$ cat config.mk
export PLATFORM = sky130hd
export DESIGN_NAME = bbox_scan_ctrl
export DESIGN_NICKNAME = d
export VERILOG_FILES = /design/src/rtl/bbox_scan_ctrl.sv
export SDC_FILE = /design/constraint.sdc
export NUM_CORES = 1
export LEC_CHECK = 0
export ABC_CLOCK_PERIOD_IN_PS = 8400
export BUFFER_PORTS_ARGS = -buffer_cell sky130_fd_sc_hd__buf_2
export CAP_MARGIN = 20
export CORE_UTILIZATION = 44
export CTS_CLUSTER_DIAMETER = 60
export DETAILED_ROUTE_END_ITERATION = 8
export GPL_TIMING_DRIVEN = 0
export SLEW_MARGIN = 10
export SYNTH_ARGS = -nofsm -noshare
export SYNTH_HDL_FRONTEND = slang
export SYNTH_SLANG_ARGS = --single-unit
$ cat constraint.sdc
create_clock -name clk -period 8.4 [get_ports clk]
set_input_delay 1.26 -clock clk [delete_from_list [all_inputs] [get_ports clk]]
set_output_delay 1.26 -clock clk [all_outputs]
set_load 0.01 [all_outputs]
$ cat src/rtl/bbox_scan_ctrl.sv
// Bounding-box scan controller: captures a triangle, clamps its bounding box to
// the tile, then emits every pixel of the half-open box in row-major order.
module bbox_scan_ctrl #(
  parameter int          TILE_MIN_X  = 0,
  parameter int          TILE_MAX_X  = 32,
  parameter int          TILE_MIN_Y  = 0,
  parameter int          TILE_MAX_Y  = 16,
  parameter int unsigned COORD_WIDTH = 10
) (
  input  logic                          clk,
  input  logic                          rst,
  input  logic                          tri_valid,
  output logic                          tri_ready,
  input  logic signed [COORD_WIDTH-1:0] x0,
  input  logic signed [COORD_WIDTH-1:0] y0,
  input  logic signed [COORD_WIDTH-1:0] x1,
  input  logic signed [COORD_WIDTH-1:0] y1,
  input  logic signed [COORD_WIDTH-1:0] x2,
  input  logic signed [COORD_WIDTH-1:0] y2,
  output logic                          px_valid,
  input  logic                          px_ready,
  output logic signed [COORD_WIDTH-1:0] px_x,
  output logic signed [COORD_WIDTH-1:0] px_y,
  output logic                          px_last,
  output logic                          busy,
  output logic                          done
);

  // One guard bit so max-1 and cur+1 never wrap at the coordinate extremes.
  localparam int unsigned EW = COORD_WIDTH + 1;

  localparam logic signed [EW-1:0] TMIN_X = EW'(TILE_MIN_X);
  localparam logic signed [EW-1:0] TMAX_X = EW'(TILE_MAX_X);
  localparam logic signed [EW-1:0] TMIN_Y = EW'(TILE_MIN_Y);
  localparam logic signed [EW-1:0] TMAX_Y = EW'(TILE_MAX_Y);
  localparam logic signed [EW-1:0] ONE    = EW'(1);

  typedef enum logic [1:0] {IDLE, SETUP, SCAN} state_t;

  state_t r_state;
  state_t w_next;

  logic signed [EW-1:0] r_x0, r_y0, r_x1, r_y1, r_x2, r_y2;
  logic signed [EW-1:0] r_cur_x, r_cur_y;
  logic signed [EW-1:0] r_min_x, r_max_x, r_max_y;
  logic                 r_px_valid, r_busy, r_done;

  logic signed [EW-1:0] w_min_x, w_max_x, w_min_y, w_max_y;
  logic signed [EW-1:0] w_inc_x;
  logic                 w_box_ok, w_hs, w_px_last;

  function automatic logic signed [EW-1:0] smin(input logic signed [EW-1:0] a,
                                                input logic signed [EW-1:0] b);
    return (a < b) ? a : b;
  endfunction

  function automatic logic signed [EW-1:0] smax(input logic signed [EW-1:0] a,
                                                input logic signed [EW-1:0] b);
    return (a > b) ? a : b;
  endfunction

  // Bounding box of the captured vertices, clamped to the tile.
  assign w_min_x  = smax(smin(smin(r_x0, r_x1), r_x2), TMIN_X);
  assign w_max_x  = smin(smax(smax(r_x0, r_x1), r_x2), TMAX_X);
  assign w_min_y  = smax(smin(smin(r_y0, r_y1), r_y2), TMIN_Y);
  assign w_max_y  = smin(smax(smax(r_y0, r_y1), r_y2), TMAX_Y);
  assign w_box_ok = (w_min_x < w_max_x) && (w_min_y < w_max_y);

  assign w_hs      = (r_state == SCAN) && px_ready;
  assign w_inc_x   = r_cur_x + ONE;
  assign w_px_last = (r_state == SCAN) &&
                     (r_cur_x == r_max_x - ONE) && (r_cur_y == r_max_y - ONE);

  always_ff @(posedge clk or posedge rst) begin
    if (rst) r_state <= IDLE;
    else     r_state <= w_next;
  end

  always_comb begin
    w_next = r_state;
    unique case (r_state)
      IDLE:    if (tri_valid) w_next = SETUP;
      SETUP:   w_next = w_box_ok ? SCAN : IDLE;
      SCAN:    if (w_hs && w_px_last) w_next = IDLE;
      default: w_next = IDLE;
    endcase
  end

  // Vertex capture, scan counters and registered status outputs.
  always_ff @(posedge clk or posedge rst) begin
    if (rst) begin
      r_x0       <= '0;
      r_y0       <= '0;
      r_x1       <= '0;
      r_y1       <= '0;
      r_x2       <= '0;
      r_y2       <= '0;
      r_cur_x    <= '0;
      r_cur_y    <= '0;
      r_min_x    <= '0;
      r_max_x    <= '0;
      r_max_y    <= '0;
      r_px_valid <= 1'b0;
      r_busy     <= 1'b0;
      r_done     <= 1'b0;
    end else begin
      r_done     <= 1'b0;
      r_px_valid <= (w_next == SCAN);
      r_busy     <= (w_next != IDLE);
      unique case (r_state)
        IDLE: begin
          if (tri_valid) begin
            r_x0 <= EW'(x0);
            r_y0 <= EW'(y0);
            r_x1 <= EW'(x1);
            r_y1 <= EW'(y1);
            r_x2 <= EW'(x2);
            r_y2 <= EW'(y2);
          end
        end
        SETUP: begin
          if (w_box_ok) begin
            r_cur_x <= w_min_x;
            r_cur_y <= w_min_y;
            r_min_x <= w_min_x;
            r_max_x <= w_max_x;
            r_max_y <= w_max_y;
          end else begin
            r_done <= 1'b1;
          end
        end
        SCAN: begin
          if (w_hs) begin
            if (w_px_last) r_done <= 1'b1;
            if (w_inc_x < r_max_x) begin
              r_cur_x <= w_inc_x;
            end else begin
              r_cur_x <= r_min_x;
              r_cur_y <= r_cur_y + ONE;
            end
          end
        end
        default: ;
      endcase
    end
  end

  assign tri_ready = (r_state == IDLE) && !rst;
  assign px_valid  = r_px_valid;
  assign px_x      = r_cur_x[COORD_WIDTH-1:0];
  assign px_y      = r_cur_y[COORD_WIDTH-1:0];
  assign px_last   = w_px_last;
  assign busy      = r_busy;
  assign done      = r_done;

endmodule

=== Word level (Yosys, flattened, before mapping) ===
Index checks and enable logic that the tools add are counted.

* Flip-flop bits (word level): 120
* Input port bits: 64
* Output and inout port bits: 25
* Logic and storage cells: 84

* Magnitude comparators: 15
* Mux-type cells: 28
* Equal/unequal tests: 8
* Reduce and logical (&&, ||, !) cells: 14
* Add/sub/neg operators: 4

{| class="wikitable"
|+ Operators with widths
! operator !! count
|-
| 11-bit two-way mux || 18
|-
| 11-bit case mux with 2 select lines || 2
|-
| 11-bit < comparator || 3
|-
| 11-bit by 2-bit adder with 11-bit output, second input constant || 2
|-
| 11-bit equality test || 2
|-
| 11-bit by 1-bit greater-than comparator with 1-bit output, second input constant || 2
|-
| 11-bit by 10-bit greater-than comparator with 1-bit output || 2
|-
| 11-bit by 10-bit < comparator with 1-bit output || 2
|-
| 11-bit by 2-bit subtractor with 11-bit output, second input constant || 2
|-
| 10-bit greater-than comparator || 2
|-
| 10-bit < comparator || 2
|-
| 11-bit by 6-bit < comparator with 1-bit output, second input constant || 1
|-
| 11-bit by 7-bit < comparator with 1-bit output, second input constant || 1
|-
| 1-bit logical AND || 6
|-
| 2-bit two-way mux || 3
|-
| 2-bit inequality test, second input constant || 3
|-
| 2-bit case mux with 3 select lines || 1
|-
| 2-bit equality test, second input constant || 2
|-
| 2-bit AND reduction || 2
|-
| 4-bit AND reduction || 1
|-
| 2-bit nonzero test || 2
|-
| 1-bit two-way mux || 3
|-
| 3-bit AND reduction || 1
|-
| 2-bit by 1-bit equality test with 1-bit output, second input constant || 1
|-
| 3 further kinds || 3
|}

=== Depth between registers and ports, before layout ===
* Word-level depth: 11
* Depth in mapped cells: 37
* Depth with buffers taken out: 31

=== Least setup slack after synthesis ===
Ideal clock, no wire load.

* Kind: reg-to-reg
* Start point: register r_x0[5]
* End point: register r_cur_x[1]
* Buffers on the path: 5
* Clock period less this slack: 7660 ps
* Library setup time: 125 ps
* Required time: 8275 ps
* Stages on the path, launching flop included: 33
* Data arrival time: 7535 ps
* Setup slack: 740 ps
* Cell sequence: dfrtp_1 > ha_1 > a21oi_1 > o21ai_0 > a2111oi_0 > mux2i_2 > buf_2 > nor2_1 > a21oi_1 > inv_1 > ha_1 > nand4_1 > nor4_1 > a221o_1 > a31oi_1 > clkbuf_1 > clkbuf_1 > mux2i_1 > or2_2 > ha_1 > buf_1 > a211o_1 > ha_1 > a21oi_1 > nor2b_1 > o21ai_0 > a21oi_1 > o32a_1 > a311o_1 > o221a_2 > or4_1 > buf_6 > mux2_4

* Longest elaborated chain between the ends: 10
* Elaborated cells between the ends (all ways): 18
* Classes of those cells: order compare (7); eq/ne (1); mux (8); reduce/logical (2)

{| class="wikitable"
|+ RTL lines
! item !! RTL line !! text
|-
| start, declared || 43 || <nowiki>logic signed [EW-1:0] r_x0, r_y0, r_x1, r_y1, r_x2, r_y2;</nowiki>
|-
| start signal, assigned || 113 || <nowiki>r_x0 <= EW'(x0);</nowiki>
|-
| 10-bit < comparator or 10-bit greater-than comparator (tied branches) || 54, 59 ||
|-
| 11-bit two-way mux, on equally long branches || 54, 59 ||
|-
| 11-bit by 10-bit < comparator with 1-bit output or 11-bit by 10-bit greater-than comparator with 1-bit output (tied branches) || 54, 59 ||
|-
| 11-bit two-way mux, on equally long branches || 54, 59 ||
|-
| 11-bit by 1-bit greater-than comparator with 1-bit output or 11-bit by 7-bit < comparator with 1-bit output (tied branches) || 59, 54 ||
|-
| 11-bit two-way mux, on equally long branches || 59, 54 ||
|-
| 11-bit < comparator || 67 || <nowiki>assign w_box_ok = (w_min_x < w_max_x) && (w_min_y < w_max_y);</nowiki>
|-
| 1-bit logical AND || 67 ||
|-
| 2-bit inequality test (no source line) || - ||
|-
| 3-bit AND reduction (no source line) || - ||
|-
| end signal, assigned || 123 || <nowiki>r_cur_x <= w_min_x;</nowiki>
|-
| end signal, assigned || 136 || <nowiki>r_cur_x <= w_inc_x;</nowiki>
|-
| end signal, assigned || 138 || <nowiki>r_cur_x <= r_min_x;</nowiki>
|-
| end, declared || 44 || <nowiki>logic signed [EW-1:0] r_cur_x, r_cur_y;</nowiki>
|}

Several ways; a longest one is shown, not always the timed one. The select of a mux whose other input is x is not followed.
A chain may end at the register's enable or synchronous reset.

=== Worst setup path in the final report ===
* Start point: register r_x0[9]
* End point: register r_cur_x[1]

The elaborated chain is that of the path after synthesis.

==> flow_summary_export.csv <==
group,metric,value,unit
clocking,clk_pin_slew_worst_paths,0.06,ns
logic_synthesis,synth-edff-count,0,
timing,worst_slew_pin_slew,0.8805,ns
clocking,htree_levels,4,
clocking,cts_buffers,17,
drt,drcViolationCount,0,
setup_path,r2r-end,"r_cur_x[1]",
logic_synthesis,synth_seq_area_share,31.51,%
logic_synthesis,yosysMostFrequentCell,"dfrtp_1",
global_routing,antenna_found_initial,0,
final_layout,num_antenna_cells,0,
floorplan,start_util,45.34,%
drt,via_count,8158,
clocking,cts_buffer_depth,2,
logic_synthesis,yosys_warnings,0,
setup_path,r2r_start,"r_x0[9]",
final_layout,drive_gt1_share,20.69,%
setup_path,cp.depth,30,
logic_synthesis,yosys.area.top_type_share,31.51,%
logic_synthesis,netlist_top_cells_count,"dfrtp_1 (117), o21ai_0 (100), ha_1 (97), inv_1 (97), nand2_1 (97)",
placed_design,detailed_place.area,10110,um^2
global_routing,grt_util_all_layers,24.68,%
clocking,cts_sinks,117,
logic_synthesis,synth_flop_cell,"dfrtp_1",
worst_hold_path,hold_path_end,"r_min_x[9]",
timing,finalClockSkew,0.007025,ns
clocking,hold_buffers,0,
worst_hold_path,whs_path_depth,1,
timing,fmax,126.5,MHz
global_routing,grt_pass1_wl,42030,um
floorplan,rows,52,
final_layout,final_nets,1343,
drt,dr.pass1.iters,5,
setup_path,crit_required,8.70,ns
setup_path,arrival,8.20,ns
setup_path,cp_top_family,"compound AO/OA/AOI/OAI gates",
logic_synthesis,avgSynthCellArea,8.701,um^2
final_layout,design_area,10910,um^2
setup_path,crit_buf_inv,5,
timing,fin_crit,7.906,ns
timing,fin_ws,0.4938,ns
global_routing,grt_pass1_vias,7962,
worst_hold_path,hold_class,"reg2reg",
setup_path,slowest_stage,"or4_1",
logic_synthesis,syn_area,9293,um^2
setup_path,worstSetupEndpointType,"flop",
worst_hold_path,worstHoldStart,"r_min_x[9]",
timing,post-route-period-util,94.12,%
floorplan,die_x,147.3,um
logic_synthesis,netlist_instances,1068,
setup_path,crit_top_cell,"ha_1",
timing,setup_violations,0,
logic_synthesis,synthTopCellsByArea,"dfrtp_1 (32%), ha_1 (13%), mux2_2 (5.9%)",
status,outcome,"completed",
drt,antenna_left,0,
setup_path,max_stage_delay,0.57,ns
timing,drv_slew,0,
timing,hold_violations,0,
placed_design,portBuffers,88,
drt,routedWlPerCell,17.63,um
final_layout,area_growth,17.45,%
global_routing,grt_start_max_net_pins,85,
setup_path,critical_path_class,"reg2reg",
timing,grt_setup_unrepaired,"no",
drt,drtIter0Drc,436,
setup_path,r2r_slack,0.49,ns
floorplan,die-area,21700,um^2
placed_design,routabilityCongestion,0.8847,
placed_design,pre_cts_ws,-0.6175,ns
drt,vias_per_cell,5.572,
clocking,clkLatencyLatePin,0.42,ns
drt,wl,25800,um
global_routing,overflow,0,
logic_synthesis,ys_seq_elements,117,
logic_synthesis,synth_area_leader_cell,"dfrtp_1",
floorplan,die_h,147.3,um
setup_path,worstPathMaxFanout,10,
clocking,cts_root_buffer,"clkbuf_16",
floorplan,core_region_area,20490,um^2
setup_path,startpoint_type,"flop",
logic_synthesis,ys_async_sr_fraction,100.0,%
floorplan,num_io_pins,89,
logic_synthesis,ys_types,70,
setup_path,ff2ff_path_depth,30,
job,maxCapViolCount,0,
placed_design,dp_hpwl,20000,um
clocking,tritoncts,"yes",
timing,slew_headroom,40.80,%
-- worst max path at each step --
stage | startpoint | to | slack [ns]
5_1_grt | r_x1[9] | r_cur_x[0] | 0.02
2_1_floorplan | r_x0[5] | r_cur_x[1] | 0.74
4_1_cts | r_x0[5] | r_cur_x[1] | 0.04
3_3_place_gp | r_x0[5] | r_cur_y[4] | -0.55
3_5_place_dp | r_x0[5] | r_cur_y[9] | -0.62
6_report | r_x0[9] | r_cur_x[1] | 0.49
-- per-stage QoR --
stage	utilization [%]	hold WS (ns)	TNS [ns]	instances
final	53.25	0.4893	0	1464
after global placement	49.16	0.4713	-9.388	1427
after global routing	53.25	0.5203	0	1464
after detailed placement	49.34	0.4739	-10.78	1429
after CTS	52.62	0.4874	0	1462
after floorplan	-	0.4478	0	1069
-- cell families (layout without fill, tap and decap cells) --
logic type	count (synthesis)	count (layout)	synth area share [%]
AO/OA/AOI/OAI	269	269	18.58
XOR/XNOR	35	35	3.299
adder cells (fa/ha/maj)	97	97	13.06
buffers and inverters	162	287	7.594
flip-flops	117	117	31.51
multiplexers	90	90	10.56
other	1	2	0.04035
AND/OR/NAND/NOR	297	297	15.36
-- flip-flops by register name (all words and copies together) (netlist names) --
signal,flops
r_cur_x,11
r_cur_y,11
r_max_x,10
r_max_y,10
r_min_x,10
r_x0,10
r_x1,10
r_x2,10
r_y0,10
r_y1,10
r_y2,10
r_state,2
busy,1
done,1
px_valid,1
-- cells in the final DEF, fill, tap and decap left out, drive strengths merged, types with 5 or more instances in the layout --
cell	count
a2111oi	7
a211o	13
a211oi	13
a21o	7
a21oi	49
a22o	5
a31oi	9
and2	8
and4	5
buf	130
clkbuf	51
dfrtp	117
ha	97
inv	97
mux2	52
mux2i	38
nand2	97
nand2b	14
nand3	34
nand4	18
nor2	59
nor2b	7
nor3	20
nor4	10
o21a	5
o21ai	105
o31ai	8
or2	11
xnor2	24
xor2	11
-- routing by layer --
layer | up-vias | global-route usage [%] | share of wire (%)
met4 | 0 | 5.825 | 1.3
met5 | - | 0 | 0
li1 | 4035 | - | -
met1 | 3901 | 34.29 | 48
met3 | 22 | 4.286 | 4.6
met2 | 200 | 39.83 | 46
-- area by class of cell --
type,instances,area (um^2)
inverter,98,372.9
buffer,62,342.8
multi-input combinational,790,5772
tap,270,337.8
fill,1992,9580
sequential,117,2928
timing repair buffer,96,518.0
clock buffer,23,498.0
clock inverter,8,145.1
-- timing repair --
item                       CTS  global route
setup endpoints to repair   26            56
resized for setup            8            28
buffers inserted             2             4
pin swaps                    0             2
Power is left out: the tool's default activity adds up to more than one toggle a clock period on the data nets, which glitch-free logic cannot reach.
